**src/rtl/uart_tx_fifo.sv**
```systemverilog
// uart_tx_fifo
//   UART transmitter fed by a small circular FIFO. Core-side logic pushes
//   words with a valid/ready handshake. Queued words are serialised
//   back-to-back: start bit, DATA_BITS data bits LSB first, an optional
//   parity bit, then STOP_BITS stop bits.
//
// Ports
//   i_Clock       single clock, all logic on posedge
//   i_Rst_L       asynchronous active-low reset
//   i_Tx_DV       write strobe, accepted when i_Tx_DV && o_Tx_Ready
//   i_Tx_Byte     data word to queue
//   o_Tx_Ready    FIFO not full (registered occupancy below FIFO_DEPTH)
//   o_Tx_Serial   registered serial line, idles high
//   o_Tx_Active   high while the line carries start/data/parity/stop
//   o_Tx_Done     one-cycle pulse on the first cycle after a frame's last stop bit
//   o_Tx_Idle     FSM in IDLE and FIFO empty
//   o_Tx_Overflow one-cycle pulse after a write was rejected because the FIFO was full
//   o_Fifo_Count  current FIFO occupancy
module uart_tx_fifo #(
    parameter int CLKS_PER_BIT = 87,
    parameter int DATA_BITS    = 8,
    parameter int PARITY       = 0,
    parameter int STOP_BITS    = 1,
    parameter int FIFO_DEPTH   = 4
) (
    input  logic                               i_Clock,
    input  logic                               i_Rst_L,
    input  logic                               i_Tx_DV,
    input  logic [DATA_BITS-1:0]               i_Tx_Byte,
    output logic                               o_Tx_Ready,
    output logic                               o_Tx_Serial,
    output logic                               o_Tx_Active,
    output logic                               o_Tx_Done,
    output logic                               o_Tx_Idle,
    output logic                               o_Tx_Overflow,
    output logic [$clog2(FIFO_DEPTH+1)-1:0]    o_Fifo_Count
);

    localparam int CNT_W = $clog2(CLKS_PER_BIT);
    localparam int PTR_W = $clog2(FIFO_DEPTH);
    localparam int OCC_W = $clog2(FIFO_DEPTH + 1);
    localparam int IDX_W = $clog2(DATA_BITS);

    localparam logic [CNT_W-1:0] BIT_LAST  = CNT_W'(CLKS_PER_BIT - 1);
    localparam logic [IDX_W-1:0] DATA_LAST = IDX_W'(DATA_BITS - 1);
    localparam logic [IDX_W-1:0] STOP_LAST = IDX_W'(STOP_BITS - 1);
    localparam logic [OCC_W-1:0] OCC_FULL  = OCC_W'(FIFO_DEPTH);

    typedef enum logic [2:0] {
        S_IDLE   = 3'd0,
        S_START  = 3'd1,
        S_DATA   = 3'd2,
        S_PARITY = 3'd3,
        S_STOP   = 3'd4
    } state_t;

    // Parity bit that goes out after the data bits of a given word.
    function automatic logic parity_bit(input logic [DATA_BITS-1:0] d);
        if (PARITY == 1)      return ~(^d);
        else if (PARITY == 2) return ^d;
        else                  return 1'b0;
    endfunction

    // ---------------------------------------------------------------- FIFO
    logic [DATA_BITS-1:0] mem_q [FIFO_DEPTH];
    logic [PTR_W-1:0]     wr_ptr_q, rd_ptr_q;
    logic [OCC_W-1:0]     count_q, count_d;
    logic                 overflow_q;
    logic                 push, pop;
    logic [DATA_BITS-1:0] head;

    // Ready looks only at the registered count, so a write into a full FIFO
    // is dropped even when a pop frees a slot in the same cycle.
    assign o_Tx_Ready = (count_q < OCC_FULL);
    assign push       = i_Tx_DV && o_Tx_Ready;
    assign head       = mem_q[rd_ptr_q];

    always_comb begin
        count_d = count_q;
        if (push && !pop)      count_d = count_q + OCC_W'(1);
        else if (!push && pop) count_d = count_q - OCC_W'(1);
    end

    always_ff @(posedge i_Clock or negedge i_Rst_L) begin
        if (!i_Rst_L) begin
            wr_ptr_q   <= '0;
            rd_ptr_q   <= '0;
            count_q    <= '0;
            overflow_q <= 1'b0;
        end else begin
            if (push) wr_ptr_q <= wr_ptr_q + PTR_W'(1);
            if (pop)  rd_ptr_q <= rd_ptr_q + PTR_W'(1);
            count_q    <= count_d;
            overflow_q <= i_Tx_DV && !o_Tx_Ready;
        end
    end

    always_ff @(posedge i_Clock) begin
        if (push) mem_q[wr_ptr_q] <= i_Tx_Byte;
    end

    // ----------------------------------------------------------------- FSM
    state_t               state_q, state_d;
    logic [CNT_W-1:0]     clk_cnt_q, clk_cnt_d;
    logic [IDX_W-1:0]     bit_idx_q, bit_idx_d;
    logic [DATA_BITS-1:0] shift_q, shift_d;
    logic                 par_q, par_d;
    logic                 bit_tick, frame_end;

    assign bit_tick = (clk_cnt_q == BIT_LAST);

    always_ff @(posedge i_Clock or negedge i_Rst_L) begin
        if (!i_Rst_L) begin
            state_q   <= S_IDLE;
            clk_cnt_q <= '0;
            bit_idx_q <= '0;
        end else begin
            state_q   <= state_d;
            clk_cnt_q <= clk_cnt_d;
            bit_idx_q <= bit_idx_d;
        end
    end

    always_ff @(posedge i_Clock) begin
        shift_q <= shift_d;
        par_q   <= par_d;
    end

    always_comb begin
        state_d   = state_q;
        clk_cnt_d = bit_tick ? '0 : clk_cnt_q + CNT_W'(1);
        bit_idx_d = bit_idx_q;
        shift_d   = shift_q;
        par_d     = par_q;
        pop       = 1'b0;
        frame_end = 1'b0;
        case (state_q)
            S_IDLE: begin
                clk_cnt_d = '0;
                bit_idx_d = '0;
                if (count_q != '0) begin
                    pop     = 1'b1;
                    shift_d = head;
                    par_d   = parity_bit(head);
                    state_d = S_START;
                end
            end
            S_START: begin
                if (bit_tick) begin
                    bit_idx_d = '0;
                    state_d   = S_DATA;
                end
            end
            S_DATA: begin
                if (bit_tick) begin
                    shift_d = shift_q >> 1;
                    if (bit_idx_q == DATA_LAST) begin
                        bit_idx_d = '0;
                        state_d   = (PARITY != 0) ? S_PARITY : S_STOP;
                    end else begin
                        bit_idx_d = bit_idx_q + IDX_W'(1);
                    end
                end
            end
            S_PARITY: begin
                if (bit_tick) begin
                    bit_idx_d = '0;
                    state_d   = S_STOP;
                end
            end
            S_STOP: begin
                if (bit_tick) begin
                    if (bit_idx_q == STOP_LAST) begin
                        frame_end = 1'b1;
                        bit_idx_d = '0;
                        // Chain straight into the next start bit when data is queued.
                        if (count_q != '0) begin
                            pop     = 1'b1;
                            shift_d = head;
                            par_d   = parity_bit(head);
                            state_d = S_START;
                        end else begin
                            state_d = S_IDLE;
                        end
                    end else begin
                        bit_idx_d = bit_idx_q + IDX_W'(1);
                    end
                end
            end
            default: begin
                clk_cnt_d = '0;
                bit_idx_d = '0;
                state_d   = S_IDLE;
            end
        endcase
    end

    // --------------------------------------------------------- line outputs
    logic serial_d, active_d;
    logic serial_q, active_q, end_q, done_q;

    always_comb begin
        serial_d = 1'b1;
        active_d = 1'b0;
        case (state_q)
            S_START:  begin serial_d = 1'b0;       active_d = 1'b1; end
            S_DATA:   begin serial_d = shift_q[0]; active_d = 1'b1; end
            S_PARITY: begin serial_d = par_q;      active_d = 1'b1; end
            S_STOP:   begin serial_d = 1'b1;       active_d = 1'b1; end
            default:  begin serial_d = 1'b1;       active_d = 1'b0; end
        endcase
    end

    // The line lags the FSM by one register, so the end-of-frame flag is
    // delayed twice to land on the first cycle after the last stop bit.
    always_ff @(posedge i_Clock or negedge i_Rst_L) begin
        if (!i_Rst_L) begin
            serial_q <= 1'b1;
            active_q <= 1'b0;
            end_q    <= 1'b0;
            done_q   <= 1'b0;
        end else begin
            serial_q <= serial_d;
            active_q <= active_d;
            end_q    <= frame_end;
            done_q   <= end_q;
        end
    end

    assign o_Tx_Serial   = serial_q;
    assign o_Tx_Active   = active_q;
    assign o_Tx_Done     = done_q;
    assign o_Tx_Idle     = (state_q == S_IDLE) && (count_q == '0);
    assign o_Tx_Overflow = overflow_q;
    assign o_Fifo_Count  = count_q;

endmodule

```
**config.mk**
```make
export PLATFORM = sky130hd
export DESIGN_NAME = uart_tx_fifo
export DESIGN_NICKNAME = d
export VERILOG_FILES = /design/src/rtl/uart_tx_fifo.sv
export SDC_FILE = /design/constraint.sdc
export NUM_CORES = 1
export LEC_CHECK = 0
export ABC_CLOCK_PERIOD_IN_PS = 3050
export CAP_MARGIN = 5
export CORE_MARGIN = 3
export CORE_UTILIZATION = 58
export DETAILED_ROUTE_END_ITERATION = 7
export PLACE_DENSITY_LB_ADDON = 0.25
export SYNTH_ARGS = -nofsm -noshare
export SYNTH_HDL_FRONTEND = slang
export SYNTH_SLANG_ARGS = --single-unit
```
**constraint.sdc**
```tcl
create_clock -name i_Clock -period 3.05 [get_ports i_Clock]
set_input_delay 0.61 -clock i_Clock [delete_from_list [all_inputs] [get_ports i_Clock]]
set_output_delay 0.61 -clock i_Clock [all_outputs]
set_load 0.01 [all_outputs]
```
# Word level (Yosys, flattened, before mapping)

Memory sizes are Yosys's and may differ from the RTL's.
Index checks and enable logic that the tools add are counted.

Add/subtract/negate cells: 6
$lt $le $gt $ge: 1
Equal/unequal tests: 14
Muxes and demuxes: 39
Reductions and logical operators: 21

Operators with widths:

| cell                                                            | number |
|---|---|
| 3-bit 2-to-1 mux                                                | 14 |
| 8-bit 2-to-1 mux                                                | 4 |
| 8-bit one-hot mux with 3 select lines                           | 1 |
| 3-bit one-hot mux with 5 select lines                           | 1 |
| 7-bit 2-to-1 mux                                                | 2 |
| 2-bit inequality test, second input constant                    | 7 |
| 1-bit 2-to-1 mux                                                | 13 |
| 3-bit logical NOT                                               | 3 |
| 3-bit one-hot mux with 3 select lines                           | 1 |
| 7-bit by 1-bit adder with 7-bit output, second input constant   | 1 |
| 7-bit == test, second input constant                            | 1 |
| 7-bit AND reduction                                             | 1 |
| 3-bit by 1-bit adder with 3-bit output, second input constant   | 2 |
| 3-bit by 2-bit == test with 1-bit output, second input constant | 2 |
| 3-bit == test, second input constant                            | 2 |
| 3-bit AND reduction                                             | 2 |
| 3-bit nonzero test                                              | 2 |
| 1-bit logical AND                                               | 5 |
| 2-bit by 1-bit adder with 2-bit output, second input constant   | 2 |
| 1-bit one-hot mux with 2 select lines                           | 2 |
| 4-bit AND reduction                                             | 1 |
| 2-bit nonzero test                                              | 2 |
| 4-bit OR reduction                                              | 1 |
| 3-bit by 1-bit == test with 1-bit output, second input constant | 1 |
| other kinds (6)                                                 | 8 |

Bits in registers: 34
RAM bits: 32
Bits of input ports: 11
Output and inout bits: 9
Memories: 1

Memories:

| memory | words | bits a word | rd ports | clocked after memory_dff | write ports | RTL line | source |
|---|---|---|---|---|---|---|---|
| mem_q  | 4     | 8           | 1        | 0                        | 1           | 65       | `logic [DATA_BITS-1:0] mem_q [FIFO_DEPTH];` |

# Logic depth before layout (Yosys ltp)

Gate-level depths: netlist of the first run.

Word-level depth: 8
Gate-level depth with buffers: 11
Mapped depth without buffers: 11

# Worst setup path after synthesis of the first run

No wires, ideal clock.

Kind: register to register
Start point: reg bit_idx_q[0]
End point: reg count_q[2] (netlist: o_Fifo_Count[2])
Library setup time: 0.080 ns
Arrival time: 2.105 ns
Path slack: 0.865 ns
Stages on the path, launching flop included: 12
Buffers on the path: 0
Clock period less this slack: 2.185 ns
Cells stage by stage: dfrtp_1 -> inv_1 -> ha_1 -> nor2b_1 -> a41o_2 -> nand2_1 -> ha_1 -> inv_1 -> fa_1 -> xor2_1 -> nor2_1 -> xnor2_1

Word-level cells in the longest chain between the ends: 7

Ends and longest elaborated chain:

| element                                                | RTL line | source |
|---|---|---|
| from (decl)                                            | 105      | `logic [IDX_W-1:0] bit_idx_q, bit_idx_d;` |
| from (signal assigned)                                 | 120      | `bit_idx_q <= bit_idx_d;` |
| 3-bit logical NOT (*)                                  | 173      | `if (bit_idx_q == STOP_LAST) begin` |
| 1-bit 2-to-1 mux (*)                                   | 173      |  |
| 1-bit 2-to-1 mux (*)                                   | 172      | `if (bit_tick) begin` |
| 1-bit one-hot mux with 2 select lines (*)              | 137      | `case (state_q)` |
| 1-bit logical NOT                                      | 80       | `if (push && !pop) count_d = count_q + OCC_W'(1);` |
| 1-bit logical AND                                      | 80       |  |
| 3-bit 2-to-1 mux or 2-bit nonzero test (tied branches) | -        |  |
| to (signal assigned)                                   | 93       | `count_q <= count_d;` |
| to (decl)                                              | 67       | `logic [OCC_W-1:0] count_q, count_d;` |

Every way passes the cells marked *; elsewhere a longest branch is shown, timed or not.
A chain may end at the register's enable or synchronous reset.

# Worst setup path in the final report of the first run

Start point: reg count_q[2] (netlist: o_Fifo_Count[2])
End point: out o_Tx_Idle

Word-level cells in the longest chain between the ends: 2

Ends and longest elaborated chain:

| element           | RTL line | source |
|---|---|---|
| 3-bit logical NOT | 233      | `assign o_Tx_Idle = (state_q == S_IDLE) && (count_q == '0);` |
| 1-bit logical AND | 233      |  |
| to (decl)         | 34       | `output logic o_Tx_Idle,` |

No other way between the ends.

==> impl_metrics.ini, run 1 <==
[run_status]
outcome = completed

[sta]
grt_setup_unrepaired = false
clock-skew-final_ns = 0.00698
final-hold-violation-count = 0
timing.setup.tns_ns = 0
timing_max_transition_violations_final = 0
final.period_utilization = 0.892
max_transition_margin = 0.584
setup_viol = 0
clock.fmax_mhz = 368
layout_min_cycle_time_ns = 2.72
worstMarginPinSlew_ns = 0.623

[clock_tree]
clk_pin_slew_worst_paths_ns = 0.07
htree_levels = 3
cts.sink_count = 65
cts_setup_buffers = 0
ctsRootBufferMaster = clkbuf_8
cts_tree = done
count_of_cells_resized_by_post_cts_repair = 0
insertion_delay_ns = 0.34
longest_clk_path_bufs = 2
cts_inserted_buffers = 9
ctsHoldBuffers = 0

[die]
core_area_um2 = 4500
chipHeight_um = 75.4
start_util = 0.620
floorplan.rows = 24
total_die_area_um2 = 5680
boundaryPins = 20
die_width_um = 75.4

[layout]
num_antenna_cells = 0
drive_above_1_share = 0.178
syn2layout_area_growth_pct = 17.3
design.final.nets = 230
finalCoreUtilization = 0.727

[critical_path]
worstPathArrival_ns = 2.11
timing.setup.critical_path_class = reg2out
critical_path.reg2reg.startpoint = o_Fifo_Count[2]
reg2regPathDepth = 9
cp_cell_sequence = nor3_1, and3_1, clkdlybuf4s50_1
slowest_stage = nor3_1
r2r_end = o_Fifo_Count[2]
path_max_fanout = 5
required_ns = 2.44
worst_setup_path_end_kind = primary output
crit_path_start_kind = register
critical-path-max-stage-delay_ns = 0.54
worst-r2r-setup-slack_ns = 0.60

[synth]
postSynthAreaPerCell_um2 = 15.6
synth.ff_latch_count = 65
synthCells = 179
synth.net_count = 201
netlist_area_um2 = 2790
synth_async_sr_flop_share = 0.385
largest_area_contributor_in_the_synthesized_netlist = edfxtp_1
synth_cell_type_count = 41
yosys.area.top_type_share = 0.430
ys.flop_type = edfxtp_1
yosysSeqAreaShare = 0.655
yosys_warnings = 0
yosys-top-cells-area = edfxtp_1 (43%), dfrtp_1 (22%), mux4_2 (6.5%)
synth_edf_count = 40

[placement]
gpl.final_weighted_congestion = 0.752
place.detailed.hpwl_mm = 3.18
buffer_ports.inserted = 19

[route]
number_of_drc_violations_after_detailed_routing_iteration_0 = 110
drt-pass1-iter-count = 4
wl_per_cell_um = 17.7
final_antenna_net_count = 0
detail_route.drc_violations = 0
via_per_inst = 5.77
vias = 1528
routed_wirelength_mm = 4.70

[global_routing]
global_route_usage_sum = 0.196
grt_start_max_net_pins = 26
grt_first_pass_wirelength_mm = 7.88
globalRouteOverflowTotal = 0
grt_pass1_vias = 1576
antenna_violations_before_repair = 0

[pwr]
fin_total_pwr_mw = 2.88
power.static_leakage_nw = 1.23
power.density_cell_area_nw_per_um2 = 881
ir_worst_vdd_mv = 0.517

[worst_hold_path]
min-delay-start = end_q
worst_hold_path_type = reg2reg
hold_depth = 0
worstHoldEndpoint = o_Tx_Done

[job]
max-cap-violations = 0
## cells in the final DEF (no fill, tap or decap), types with 3 or more instances in the layout
master / n
nor2_1: 14
clkdlybuf4s50_1: 19
ha_1: 10
buf_4: 3
edfxtp_1: 40
nor2_2: 3
o21ai_0: 3
and2_1: 5
dfrtp_1: 24
nand3_1: 4
xnor2_1: 8
a22o_1: 8
nor2b_1: 3
mux4_2: 8
clkbuf_8: 9
xor2_1: 3
inv_1: 9
nand2_1: 4
## synth_stat cells (2+ instances only)
| cell | number |
|---|---|
| edfxtp_1 | 40 |
| dfrtp_1 | 24 |
| nor2_1 | 14 |
| ha_1 | 10 |
| inv_1 | 9 |
| a22o_1 | 8 |
| mux4_2 | 8 |
| xnor2_1 | 8 |
| and2_1 | 5 |
| nand2_1 | 4 |
| nand3_1 | 4 |
| clkbuf_1 | 3 |
| nor2_2 | 3 |
| nor2b_1 | 3 |
| o21ai_0 | 3 |
| xor2_1 | 3 |
| and3_1 | 2 |
| mux2i_1 | 2 |
| nand3b_1 | 2 |
| nor3_1 | 2 |
| o31ai_1 | 2 |
## cells by family after synthesis
kind of cell / count (synthesis) / share of synthesized area
AO/OA/AOI/OAI: 20 / 0.0592
XOR/XNOR: 12 / 0.0403
adder cells (fa/ha/maj): 11 / 0.0520
buffers and inverters: 13 / 0.0179
flip-flops: 65 / 0.655
multiplexers: 12 / 0.0811
AND/OR/NAND/NOR: 46 / 0.0946
## worst max-delay path: cells and delay by family (launching register included)
family                 cells  cell delay (ns)
buffers and inverters      1             0.54
DFF                        1             0.43
and+or+nand+nor            2             0.81
## power breakdown
group	switching (mW)	internal, mW
Combinational	0.336	0.413
Clock	0.332	0.463
Sequential	0.186	1.15
Total	0.855	2.03
## metrics by stage
step	instance area, um2	hold WS [ns]	worst slack (ns)	std cells
final	3270	0.366	0.330	265
after global routing	3270	0.373	0.276	265
after CTS	3270	0.368	0.326	265
after detailed placement	3050	0.352	0.558	249
after global placement	3050	0.337	0.648	249
after floorplan	2790	0.314	0.865	179
## flip-flops by register name (all words and copies together), names as in the netlist
signal and flops:
mem_q 32, shift_q 8, clk_cnt_q 7, bit_idx_q 3, o_Fifo_Count 3, state_q 3, rd_ptr_q 2, wr_ptr_q 2
end_q 1, o_Tx_Active 1, o_Tx_Done 1, o_Tx_Overflow 1, o_Tx_Serial 1
## how the worst max path moves through the flow
| stage | start | end | slack, ns | depth (start not counted) |
|---|---|---|---|---|
| finish | o_Fifo_Count[2] | o_Tx_Idle | 0.33 | 3 |
| global route | o_Fifo_Count[2] | o_Tx_Idle | 0.28 | 3 |
| CTS | o_Fifo_Count[2] | o_Tx_Idle | 0.33 | 3 |
| detailed placement | i_Tx_DV | o_Fifo_Count[2] | 0.56 | 9 |
| global placement | i_Tx_DV | o_Fifo_Count[2] | 0.65 | 9 |
| floorplan | bit_idx_q[0] | o_Fifo_Count[2] | 0.87 | 11 |
## cell type report
type | count | area (um2)
flip-flops and latches | 65 | 1830
fillers | 291 | 1230
multi-input cells | 101 | 913
repair buffers | 22 | 213
clock buffers | 10 | 128
clock inverters | 6 | 92.6
well taps | 52 | 65.1
inverters | 9 | 33.8
## routing by layer
metal | global-route usage | routed length, um | up-vias
li1 | - | - | 718
met1 | 0.271 | 2170 | 766
met2 | 0.294 | 2240 | 32
met3 | 0.0515 | 180 | 12
met4 | 0.0932 | 98 | 0
met5 | 0 | 0 | -
Note: power is estimated with default switching activity, not from simulation.
==> inputs of run 2 (changes only) <==
CAP_MARGIN = 20   (was 5)
==> results of run 2 <==
The final DEF is identical to that of run 1; final timing and power are the same.
==> inputs of run 3 (changes only) <==
CORE_UTILIZATION = 50   (was 58)
==> run 3 against run 2 <==
  * Global-route usage decreased by 2.5 points
  * Combinational power increased by 2%
  * Clock-buffer cell count decreased by 1
  * Routed wire length increased by 1.9%
  * Critical path type unchanged
  * Highest routed layer unchanged
==> impl_metrics.ini, run 3 (synthesis results as in run 1) <==
[sta]
max_transition_margin = 0.611
final.period_utilization = 0.829
setup_viol = 0
layout_min_cycle_time_ns = 2.53
timing.setup.tns_ns = 0
final-hold-violation-count = 0
clock-skew-final_ns = 0.00835
grt_setup_unrepaired = false
worstMarginPinSlew_ns = 0.583
timing_max_transition_violations_final = 0
clock.fmax_mhz = 396

[pwr]
sequentialPowerShare = 0.477
power.density_cell_area_nw_per_um2 = 854
clock_power_share = 0.247
comb_power_share = 0.275
power.static_leakage_nw = 1.23
power_spent_charging_and_discharging_nets_uw = 848
internal_power_mw = 1.94
ir_worst_vdd_mv = 0.500
switching_share = 0.304

[clock_tree]
count_of_cells_resized_by_post_cts_repair = 0
cts.sink_count = 65
cts_inserted_buffers = 9
longest_clk_path_bufs = 2
ctsRootBufferMaster = clkbuf_8
ctsHoldBuffers = 0
htree_levels = 3
cts_tree = done
cts_setup_buffers = 0
insertion_delay_ns = 0.33
clk_pin_slew_worst_paths_ns = 0.07

[critical_path]
slowest_stage = dfrtp_1
worst_setup_path_end_kind = primary output
worstPathArrival_ns = 1.92
cp_cell_sequence = nor2_2, and3_1, clkdlybuf4s50_1
timing.setup.critical_path_class = reg2out
path_max_fanout = 14
required_ns = 2.44
crit_path_start_kind = register
critical-path-max-stage-delay_ns = 0.54

[layout]
commonest_cells_after_routing_fill_and_taps_aside = edfxtp_1 (40), dfrtp_1 (24), clkdlybuf4s50_1 (19)
largest_register_ff_count = 32
syn2layout_area_growth_pct = 17.1
design.final.nets = 231
drive_above_1_share = 0.182
largestRegisters = mem_q (32), shift_q (8), clk_cnt_q (7)
most_frequent_standard_cell_in_the_layout_excluding_fill_and_tap_cells = edfxtp_1
final_cell_area_um2 = 3270
num_antenna_cells = 0
registers.top_by_ff_count = mem_q

[run_status]
outcome = completed

[route]
number_of_drc_violations_after_detailed_routing_iteration_0 = 130
via_per_inst = 5.45
dr_wl_met3_um = 224
final_antenna_net_count = 0
highest_layer = met4
vias = 1547
detail_route.drc_violations = 0
drt-pass1-iter-count = 4
routed_wirelength_mm = 4.79
wl_per_cell_um = 16.9
route.met2.wl_mm = 2.38
wl_met1_mm = 2.10

[die]
boundaryPins = 20
start_util = 0.533
floorplan.rows = 26
chipHeight_um = 80.7
core_area_um2 = 5240
die_width_um = 80.7
total_die_area_um2 = 6520

[global_routing]
grt_start_max_net_pins = 26
globalRouteOverflowTotal = 0
global_route_usage_sum = 0.171
grt_first_pass_wirelength_mm = 7.98
grt_pass1_vias = 1604
antenna_violations_before_repair = 0

[placement]
gpl.final_weighted_congestion = 0.762
place.detailed.hpwl_mm = 3.34
placed_area_um2 = 3080
buffer_ports.inserted = 19

[job]
max-cap-violations = 0

[worst_hold_path]
worst_hold_path_type = reg2reg
-- run 3: cell count changes in the layout (fill, tap and decap cells not counted), sizes merged --
cell      previous run  this run
buf                  3         4
bufinv               2         1
clkbuf              10         9
clkinv               2         5
clkinvlp             2         1
-- run 3: per-layer routing --
metal  vias to the layer above  track usage
met2                        40        0.254
met1                       778        0.231
li1                        720            -
met5                         -            0
met3                         9       0.0594
met4                         0       0.0709
-- run 3: final timing paths --
path	start	to	slack (ns)	depth (start not counted)
setup / recovery	state_q[0]	o_Tx_Idle	0.52	3
hold / removal	end_q	o_Tx_Done	0.35	0
setup reg to reg	bit_idx_q[0]	o_Fifo_Count[1]	0.63	9
hold reg to reg	end_q	o_Tx_Done	0.35	0
max in group asynchronous	i_Rst_L	o_Tx_Serial	2.11	2
min in group asynchronous	i_Rst_L	state_q[2]	0.65	2
-- run 3: critical path, delay by kind of cell, from the launching register on --
family        cells  cell delay, ns
flops             1            0.54
buf+inv           1            0.53
simple gates      2            0.52
-- run 3: area by class of cell --
class,instances,area [um2]
clock buffer,9,124
clock inverter,7,61.3
fill,391,1970
inverter,9,33.8
multi-input combinational,101,913
sequential,65,1830
tap,70,87.6
timing repair buffer,23,220
-- run 3: per-stage QoR --
step	instances	hold slack, ns	worst slack (ns)	utilization	total power [mW]
finish	284	0.353	0.523	0.624	2.79
global route	284	0.373	0.426	0.624	2.97
CTS	284	0.355	0.511	0.624	2.82
detailed placement	268	0.339	0.637	0.589	2.13
global placement	268	0.339	0.720	0.589	2.07
floorplan	179	0.314	0.865	-	1.86
-- run 3: power by group through the flow --
stage	combinational (mW)	sequential, mW	clock [mW]
final	0.768	1.33	0.691
after global placement	0.733	1.34	0
after detailed placement	0.773	1.36	0
after CTS	0.778	1.34	0.706
after floorplan	0.585	1.27	0
after global routing	0.849	1.36	0.762
